===== config.mk =====
export PLATFORM = sky130hd
export DESIGN_NAME = cpu_ctrl_fsm
export DESIGN_NICKNAME = d
export VERILOG_FILES = /design/src/rtl/cpu_ctrl_fsm.sv
export SDC_FILE = /design/constraint.sdc
export NUM_CORES = 1
export LEC_CHECK = 0
export ABC_CLOCK_PERIOD_IN_PS = 4010
export CORE_MARGIN = 2
export CORE_UTILIZATION = 47
export DETAILED_ROUTE_END_ITERATION = 8
export PLACE_DENSITY = 0.81
export SYNTH_ARGS = -nofsm -noshare
export SYNTH_HDL_FRONTEND = slang
export SYNTH_SLANG_ARGS = --single-unit

===== constraint.sdc =====
create_clock -name clk -period 4.01 [get_ports clk]
set_clock_uncertainty 0.1 [all_clocks]
set_input_delay 1.203 -clock clk [delete_from_list [all_inputs] [get_ports clk]]
set_output_delay 1.203 -clock clk [all_outputs]
set_load 0.1 [all_outputs]

===== src/rtl/cpu_ctrl_fsm.sv =====
`default_nettype none
// ============================================================================
//  Module   : cpu_ctrl_fsm
//  Purpose  : Multi-cycle control unit for the 32-bit, 3-bit-opcode processor.
//             Fetches instructions over a shared memory handshake, holds the
//             PC and instruction register, and sequences
//             DECODE / EXEC / MEM / WB while driving the datapath strobes.
//  Ports    : clk, rst                  - clock, synchronous active-high reset
//             run                       - permits a new instruction fetch
//             mem_req/we/addr, mem_ack,
//             mem_rdata                 - shared memory handshake
//             ir, opcode, addr, cmp_eq  - decoder / datapath interface
//             pc, alu_op, alu_src_imm,
//             wb_sel, load_data, rf_we  - datapath control
//             instr_done, busy          - retirement pulse, activity flag
//  Revision : 1.0  initial release
// ============================================================================
module cpu_ctrl_fsm (
  input  logic        clk,
  input  logic        rst,
  input  logic        run,
  output logic        mem_req,
  output logic        mem_we,
  output logic [15:0] mem_addr,
  input  logic        mem_ack,
  input  logic [31:0] mem_rdata,
  output logic [31:0] ir,
  input  logic [2:0]  opcode,
  input  logic [15:0] addr,
  input  logic        cmp_eq,
  output logic [15:0] pc,
  output logic [1:0]  alu_op,
  output logic        alu_src_imm,
  output logic        wb_sel,
  output logic [31:0] load_data,
  output logic        rf_we,
  output logic        instr_done,
  output logic        busy
);

  typedef enum logic [2:0] {
    S_IDLE   = 3'd0,
    S_FETCH  = 3'd1,
    S_DECODE = 3'd2,
    S_EXEC   = 3'd3,
    S_MEM    = 3'd4,
    S_WB     = 3'd5
  } state_t;

  localparam logic [2:0] C_OP_LOAD  = 3'd0;
  localparam logic [2:0] C_OP_STORE = 3'd1;
  localparam logic [2:0] C_OP_ADDI  = 3'd2;
  localparam logic [2:0] C_OP_BNE   = 3'd3;

  state_t      state;
  logic        done_q;
  logic        accept;
  logic        store_ack;
  logic        bne_exec;
  logic        retire;
  logic [15:0] fetch_addr;

  // An acknowledge only counts while a request is actually outstanding.
  assign accept    = mem_req & mem_ack;
  assign store_ack = (state == S_MEM) & accept & mem_we;
  assign bne_exec  = (state == S_EXEC) & (opcode == C_OP_BNE);
  assign retire    = store_ack | bne_exec | (state == S_WB);

  // A taken branch redirects the very next fetch, overriding the increment.
  assign fetch_addr = (bne_exec & ~cmp_eq) ? addr : pc;

  // A store retires in the same cycle its acknowledge arrives, which a
  // registered pulse cannot express; that one term is combinational.
  assign instr_done = done_q | (store_ack & ~rst);

  always_ff @(posedge clk) begin
    if (rst) begin
      state       <= S_IDLE;
      pc          <= 16'h0000;
      ir          <= 32'h0000_0000;
      load_data   <= 32'h0000_0000;
      mem_req     <= 1'b0;
      mem_we      <= 1'b0;
      mem_addr    <= 16'h0000;
      alu_op      <= 2'b00;
      alu_src_imm <= 1'b0;
      wb_sel      <= 1'b0;
      rf_we       <= 1'b0;
      done_q      <= 1'b0;
      busy        <= 1'b0;
    end else begin
      // Single-cycle strobes fall unless a state below re-asserts them.
      rf_we  <= 1'b0;
      done_q <= 1'b0;
      wb_sel <= 1'b0;

      case (state)
        S_IDLE: begin
          if (run) begin
            state    <= S_FETCH;
            mem_req  <= 1'b1;
            mem_we   <= 1'b0;
            mem_addr <= pc;
            busy     <= 1'b1;
          end
        end
        S_FETCH: begin
          if (accept) begin
            ir      <= mem_rdata;
            pc      <= pc + 16'd1;
            mem_req <= 1'b0;
            state   <= S_DECODE;
          end
        end
        S_DECODE: begin
          state       <= S_EXEC;
          alu_src_imm <= (opcode == C_OP_ADDI);
          // Opcodes 4..7 map directly onto ADD/SUB/AND/PASS_B.
          alu_op      <= opcode[2] ? opcode[1:0] : 2'b00;
          // A branch retires in EXEC, so its pulse is armed here.
          done_q      <= (opcode == C_OP_BNE);
        end
        S_EXEC: begin
          if ((opcode == C_OP_LOAD) || (opcode == C_OP_STORE)) begin
            state    <= S_MEM;
            mem_req  <= 1'b1;
            mem_we   <= (opcode == C_OP_STORE);
            mem_addr <= addr;
          end else if (opcode == C_OP_BNE) begin
            if (!cmp_eq) begin
              pc <= addr;
            end
          end else begin
            state  <= S_WB;
            rf_we  <= 1'b1;
            done_q <= 1'b1;
          end
        end
        S_MEM: begin
          if (accept) begin
            mem_req <= 1'b0;
            mem_we  <= 1'b0;
            if (!mem_we) begin
              load_data <= mem_rdata;
              state     <= S_WB;
              rf_we     <= 1'b1;
              done_q    <= 1'b1;
              wb_sel    <= 1'b1;
            end
          end
        end
        S_WB: begin
        end
        default: begin
          state <= S_IDLE;
        end
      endcase

      // Retirement is the only point besides IDLE where run is sampled.
      if (retire) begin
        if (run) begin
          state    <= S_FETCH;
          mem_req  <= 1'b1;
          mem_we   <= 1'b0;
          mem_addr <= fetch_addr;
        end else begin
          state   <= S_IDLE;
          mem_req <= 1'b0;
          mem_we  <= 1'b0;
          busy    <= 1'b0;
        end
      end
    end
  end

endmodule
`default_nettype wire


==> results of run 1 <==
## metrics by stage
| step | utilization | setup slack, ns |
|---|---|---|
| finish | 0.640 | 0.285 |
| global route | 0.640 | 0.165 |
| CTS | 0.640 | 0.277 |
| floorplan | - | 0.610 |
| detailed placement | 0.621 | 0.286 |
| global placement | 0.621 | 0.306 |
## flip-flops by register name, summed over array words and instances, names as in the netlist
| signal | cells |
|---|---|
| mem_we | 1 |
| state | 3 |
| rf_we | 1 |
| mem_req | 1 |
| busy | 1 |
| ir | 32 |
| wb_sel | 1 |
| load_data | 32 |
| mem_addr | 16 |
| done_q | 1 |
| pc | 16 |
| alu_op | 2 |
| alu_src_imm | 1 |
## layout by cell type, fill, tap and decap left out, types with 4 or more instances in the layout
| cell | netlist | layout |
|---|---|---|
| a211oi_1 | 21 | 21 |
| o21ai_0 | 11 | 11 |
| a311oi_1 | 20 | 20 |
| nor2_1 | 14 | 14 |
| and2_0 | 4 | 4 |
| a32o_1 | 16 | 16 |
| a21oi_1 | 81 | 81 |
| dfxtp_1 | 108 | 108 |
| a31oi_1 | 7 | 7 |
| nand2_1 | 173 | 173 |
| buf_4 | 6 | 70 |
| clkdlybuf4s50_1 | 0 | 99 |
| and4_1 | 5 | 5 |
| nand4_1 | 4 | 4 |
| nand3_1 | 9 | 9 |
| clkbuf_8 | 0 | 9 |
| inv_1 | 4 | 4 |
## power by group through the flow
stage	clock network, W	registers (W)	logic (W)
2_1_floorplan	0	0.00123	0.000122
3_3_place_gp	0	0.00114	0.000324
3_5_place_dp	0	0.00114	0.000328
4_1_cts	0.000681	0.00112	0.000329
5_1_grt	0.000722	0.00112	0.000347
6_report	0.000668	0.00112	0.000331
## per-layer routing
metal  routed length, um  up-vias
met5                   0        -
met1                6280     2389
met2                7490      211
li1                    -     2410
met3                 945       17
met4                 189        0
## worst min-delay path, stage by stage, from the launching register on
cell	delay (ns)
dfxtp_1	0.32
nand2_1	0.05
a21oi_1	0.05
## logic make-up (layout without fill, tap and decap cells)
| logic type | after synthesis | after routing | share of synthesized area |
|---|---|---|---|
| and+or+nand+nor | 251 | 251 | 0.245 |
| adders and majority gates | 1 | 1 | 0.00253 |
| AOI/OAI and AO/OA | 183 | 183 | 0.254 |
| buffers and inverters | 56 | 190 | 0.0592 |
| muxes | 1 | 1 | 0.00202 |
| DFF | 108 | 108 | 0.437 |
## area by class of cell
| cell class | count | share of cell area |
|---|---|---|
| Clock inverter | 7 | 0.0114 |
| Inverter | 4 | 0.00228 |
| Multi-Input combinational cell | 436 | 0.379 |
| Sequential cell | 108 | 0.329 |
| Timing Repair Buffer | 170 | 0.234 |
| Clock buffer | 9 | 0.0188 |
| Tap cell | 136 | 0.0259 |
## path summary, 6_finish.rpt
check / startpoint / to
setup reg to reg: state[1] / load_data[19]
hold / removal: ir[2] / ir[2]
setup / recovery: mem_ack / instr_done
hold reg to reg: ir[2] / ir[2]
==> metrics.cfg, run 1 <==
[worst_setup_path]
crit_family = buffers and inverters
end_kind = output pin
rr_worst_depth = 4
slowest_delay_ns = 0.49
path_buf_inv = 2
r2r_slack_ns = 1.31
path_depth = 5
worst-path-max-fanout = 2
path_cells = clkdlybuf4s50_1 -> nand3_1 -> nor4b_1 -> or2_2 -> buf_12
crit_path_start_kind = primary input
crit_arrival_ns = 2.42
crit_type = in -> out
cp.required_ns = 2.71
critPathSlowestCell = clkdlybuf4s50_1

[clock_tree]
holdBufCountCts = 0
clock-sinks = 108
cts_resized = 0
clkLatencyLatePin_ns = 0.36
clockBufferDepth = 2
htreeDepth = 3
cts-root-buf = clkbuf_8
post-cts-setup-buffer-count = 0
cts_tree = done
numCtsBuffers = 9
clk_pin_slew_ns = 0.11

[drt]
routed_wl_mm = 14.9
dr_total_vias = 5027
antenna_left = 0
dr.pass1.iters = 5
drt-initial-drc-count = 365
vias_per_cell = 5.78
drc = 0
wl_per_cell_um = 17.1

[sta]
post-route-period-util = 0.929
fin_setup_tns_ns = 0
relSlewSlack = 0.181
grt_setup_unrepaired = no
min_period_ns = 3.72
whs_ns = 0.361
fmax_mhz = 268
setup_violations = 0
maxSlewViolCount = 0
worstMarginPinSlew_ns = 1.23
hold_viol_final = 0

[global_route]
met3_usage = 0.0365
use_met2 = 0.438
grt_max_degree = 108
grt_pass1_vias = 4765
busiest_layer = met2
grt_usage = 0.257
overflow = 0
grt_pass1_wl_mm = 23.9
antenna_found_initial = 0
gr-usage-met1 = 0.340

[floorplanning]
rows = 37
dieWidth_um = 107
initial_core_util = 0.481
core_area_sq_mm = 0.0103
ios = 161
die_h_um = 107
dieArea_sq_mm = 0.0114

[synth]
yosys.area.top_type = dfxtp_1
ys_seq_area_frac = 0.437
ys_types = 65
async_flop_share = 0
ys_ff_latch = 108
yosysMostFrequentCell = nand2_1
synth_edf_count = 0
synth.area.top_cells = dfxtp_1 (44%), nand2_1 (13%), a21oi_1 (8.2%)
synth_area_per_cell_sq_um = 8.24
synth_top_area_frac = 0.437
synthFlopType = dfxtp_1
synthCells = 600
yosys_warnings = 0
synthesis.area_sq_mm = 0.00494
synth_commonest_cells = nand2_1 (173), dfxtp_1 (108), a21oi_1 (81)
syn_nets = 657

[power]
power_density_mw_per_mm2 = 322
internal-power_w = 0.00145
clockPowerShare = 0.316
ir_worst_vdd_v = 0.000234
switching_power_w = 0.000668
power_frac_comb = 0.156
swShare = 0.315
finalPower_w = 0.00212
p_seq_frac = 0.528
p_leak_nw = 2.26

[placement]
post_dp_cell_area_sq_mm = 0.00638
dpl.hpwl_mm = 9.94
port_buffers = 160
place_inst = 854
gp_congestion = 0.807

[final_layout]
fillCellCount = 937
multiInputGateArea_sq_mm = 0.00250
syn2layout_area_growth_pct = 33.0
diodes = 0
finalNetCount = 786
fin_cells = 870
drive_gt1_frac = 0.140
final_area_sq_mm = 0.00658
seq_area_sq_mm = 0.00216

[hold_path]
hold_path_depth = 2
hp-class = reg -> reg

[job]
cap_violations = 0

[outcome]
outcome = finished clean

Power figures use the tool's default switching activity.
==> inputs of run 2 (changes only) <==
--- a/config.mk
+++ b/config.mk
@@ -10,6 +10,7 @@
 export CORE_UTILIZATION = 47
 export DETAILED_ROUTE_END_ITERATION = 8
 export PLACE_DENSITY = 0.81
+export SKIP_LAST_GASP = 1
 export SYNTH_ARGS = -nofsm -noshare
 export SYNTH_HDL_FRONTEND = slang
 export SYNTH_SLANG_ARGS = --single-unit
==> results of run 2 <==
Same layout as run 1: the final DEF is identical, and so are final timing and power.
==> inputs of run 3 (changes only) <==
--- a/config.mk
+++ b/config.mk
@@ -5,11 +5,11 @@
 export SDC_FILE = /design/constraint.sdc
 export NUM_CORES = 1
 export LEC_CHECK = 0
-export ABC_CLOCK_PERIOD_IN_PS = 4010
+export ABC_CLOCK_PERIOD_IN_PS = 3410
 export CORE_MARGIN = 2
-export CORE_UTILIZATION = 47
+export CORE_UTILIZATION = 42
 export DETAILED_ROUTE_END_ITERATION = 8
-export PLACE_DENSITY = 0.81
+export PLACE_DENSITY = 0.77
 export SKIP_LAST_GASP = 1
 export SYNTH_ARGS = -nofsm -noshare
 export SYNTH_HDL_FRONTEND = slang
==> constraint.sdc (replaced) <==
create_clock -name clk -period 3.41 [get_ports clk]
set_clock_uncertainty 0.1 [all_clocks]
set_input_delay 1.023 -clock clk [delete_from_list [all_inputs] [get_ports clk]]
set_output_delay 1.023 -clock clk [all_outputs]
set_load 0.1 [all_outputs]
==> run 3 against run 2 <==
Global-route usage shrank 2.9 points. Hold slack lost 0.0053 ns. Non-clock buffer count grew 8. Sequential power grew 16%.
==> metrics.cfg, run 3 (synthesis gave the netlist of run 1 again) <==
[clock_tree]
clk_pin_slew_ns = 0.07  ; -0.04 ns
cts-root-buf = clkbuf_16
cts_tree = done
post-cts-setup-buffer-count = 0  ; unchanged
clkLatencyLatePin_ns = 0.35  ; about the same
clock-sinks = 108  ; unchanged
numCtsBuffers = 9  ; unchanged
htreeDepth = 3  ; unchanged
clockBufferDepth = 2  ; unchanged

[drt]
wl_per_cell_um = 16.6  ; -3.3%
drt-initial-drc-count = 342  ; -6.3%
routed_wl_mm = 14.7  ; -1.7%
antenna_left = 0  ; unchanged
dr.pass1.iters = 4  ; -1
vias_per_cell = 5.69  ; -1.6%
drc = 0  ; unchanged
dr_total_vias = 5026  ; -0.020%

[worst_setup_path]
cp.required_ns = 2.29  ; -0.42 ns
crit_arrival_ns = 1.91  ; -0.51 ns
r2r-start = state[2]
end_kind = output pin
rr_worst_depth = 5  ; +1
crit_type = in -> out
crit_path_start_kind = primary input
r2r_end = pc[3]
worst-path-max-fanout = 2  ; unchanged
r2r_slack_ns = 1.21  ; -0.10 ns

[hold_path]
worstHoldEndpoint = load_data[1]
hold_path_depth = 2  ; unchanged
hp-class = reg -> reg
hp-start = load_data[1]

[power]
power_density_mw_per_mm2 = 408  ; +27%
ir_worst_vdd_v = 0.000394  ; +68%
p_leak_nw = 2.44  ; +7.7%
finalPower_w = 0.00270  ; +28%

[final_layout]
finalNetCount = 794  ; +1.0%
final_area_sq_mm = 0.00663  ; +0.70%
final_cell_mix = nand2_1 (173), buf_4 (122), dfxtp_1 (108)
syn2layout_area_growth_pct = 34.0
seq_area_sq_mm = 0.00216  ; unchanged
multiInputGateArea_sq_mm = 0.00251  ; +0.55%
fin_util = 0.578  ; -0.0624
fillCellCount = 1032  ; +10%
drive_gt1_frac = 0.212  ; +0.0715
top_regs = ir (32), load_data (32)
final_common_cell = nand2_1
diodes = 0  ; unchanged

[global_route]
overflow = 0  ; unchanged
grt_usage = 0.228  ; -0.0286
grt_pass1_vias = 4662  ; -2.2%
grt_max_degree = 72  ; -33%
grt_pass1_wl_mm = 23.5  ; -1.6%
antenna_found_initial = 0  ; unchanged

[placement]
port_buffers = 160  ; unchanged
dpl.hpwl_mm = 10.2  ; +2.3%
post_dp_cell_area_sq_mm = 0.00633  ; -0.73%
gp_congestion = 0.865  ; +7.2%

[floorplanning]
core_area_sq_mm = 0.0115  ; +12%
ios = 161  ; unchanged
rows = 39  ; +5.4%
die_h_um = 113  ; +5.6%
dieArea_sq_mm = 0.0127  ; +11%
initial_core_util = 0.431  ; -0.0499
dieWidth_um = 113  ; +5.6%

[sta]
fmax_mhz = 330
relSlewSlack = 0.522  ; +0.341
hold_viol_final = 0  ; unchanged
post-route-period-util = 0.889
min_period_ns = 3.03
maxSlewViolCount = 0  ; unchanged
fin_setup_tns_ns = 0  ; unchanged
worstMarginPinSlew_ns = 0.717  ; -0.512 ns
setup_violations = 0  ; unchanged
grt_setup_unrepaired = no

[outcome]
outcome = finished clean

[job]
cap_violations = 0  ; unchanged

==> run 3: cell count changes in the layout (fill, tap and decap cells not counted), moves of 2 or more <==
cell	previous run	this run
buf_4	70	122
clkdlybuf4s50_1	99	53
clkbuf_16	0	9
clkbuf_8	9	0
inv_8	3	1
==> run 3: how the worst max path moves through the flow <==
| stage | startpoint | endpoint | slack (ns) | cells after the start |
|---|---|---|---|---|
| final | mem_ack | instr_done | 0.38 | 5 |
| after global routing | state[2] | instr_done | 0.30 | 4 |
| after CTS | mem_ack | instr_done | 0.02 | 5 |
| after detailed placement | mem_ack | instr_done | 0.02 | 5 |
| after global placement | mem_ack | instr_done | -0.007 | 5 |
| after floorplan | mem_req | instr_done | 0.19 | 3 |
==> run 3: final cells by class <==
| type | instances | area share |
|---|---|---|
| Multi-Input combinational cell | 436 | 0.379 |
| Sequential cell | 108 | 0.326 |
| Timing Repair Buffer | 178 | 0.224 |
| Clock buffer | 9 | 0.0340 |
| Tap cell | 143 | 0.0270 |
| Clock inverter | 6 | 0.00755 |
| Inverter | 4 | 0.00227 |
==> run 3: report_power, final <==
group	internal (W)	switching (W)
clock	0.000501	0.000494
combinational	0.000135	0.000273
sequential	0.00128	0.0000201
total	0.00192	0.000787
==> run 3: critical path, cell delays in order <==
cell and delay (ns):
dlymetal6s2s_1 0.14, nand3_2 0.11, nor4b_2 0.30, or2_4 0.17
buf_12 0.16
==> run 3: routing by layer <==
layer,wire length (um),GRT usage,part of all wire,vias up
met2,7150,0.376,0.49,203
met1,6190,0.298,0.42,2361
li1,-,-,-,2439
met4,344,0.0821,0.023,0
met3,959,0.0459,0.065,23
met5,0,0,0,-
==> run 3: repair_timing <==
item / CTS / global route
gates resized for setup: 0 / 4
hold buffers: 0 / 0
endpoints found under the hold margin: 0 / 0
setup endpoints to repair: 0 / 1
==> run 3: stage by stage <==
step / cells / worst slack, ns / hold WS [ns]
after global placement: 869 / -0.00722 / 0.342
after detailed placement: 869 / 0.0229 / 0.348
final: 884 / 0.380 / 0.356
after CTS: 884 / 0.0221 / 0.358
after global routing: 884 / 0.297 / 0.367
after floorplan: 600 / 0.190 / 0.600
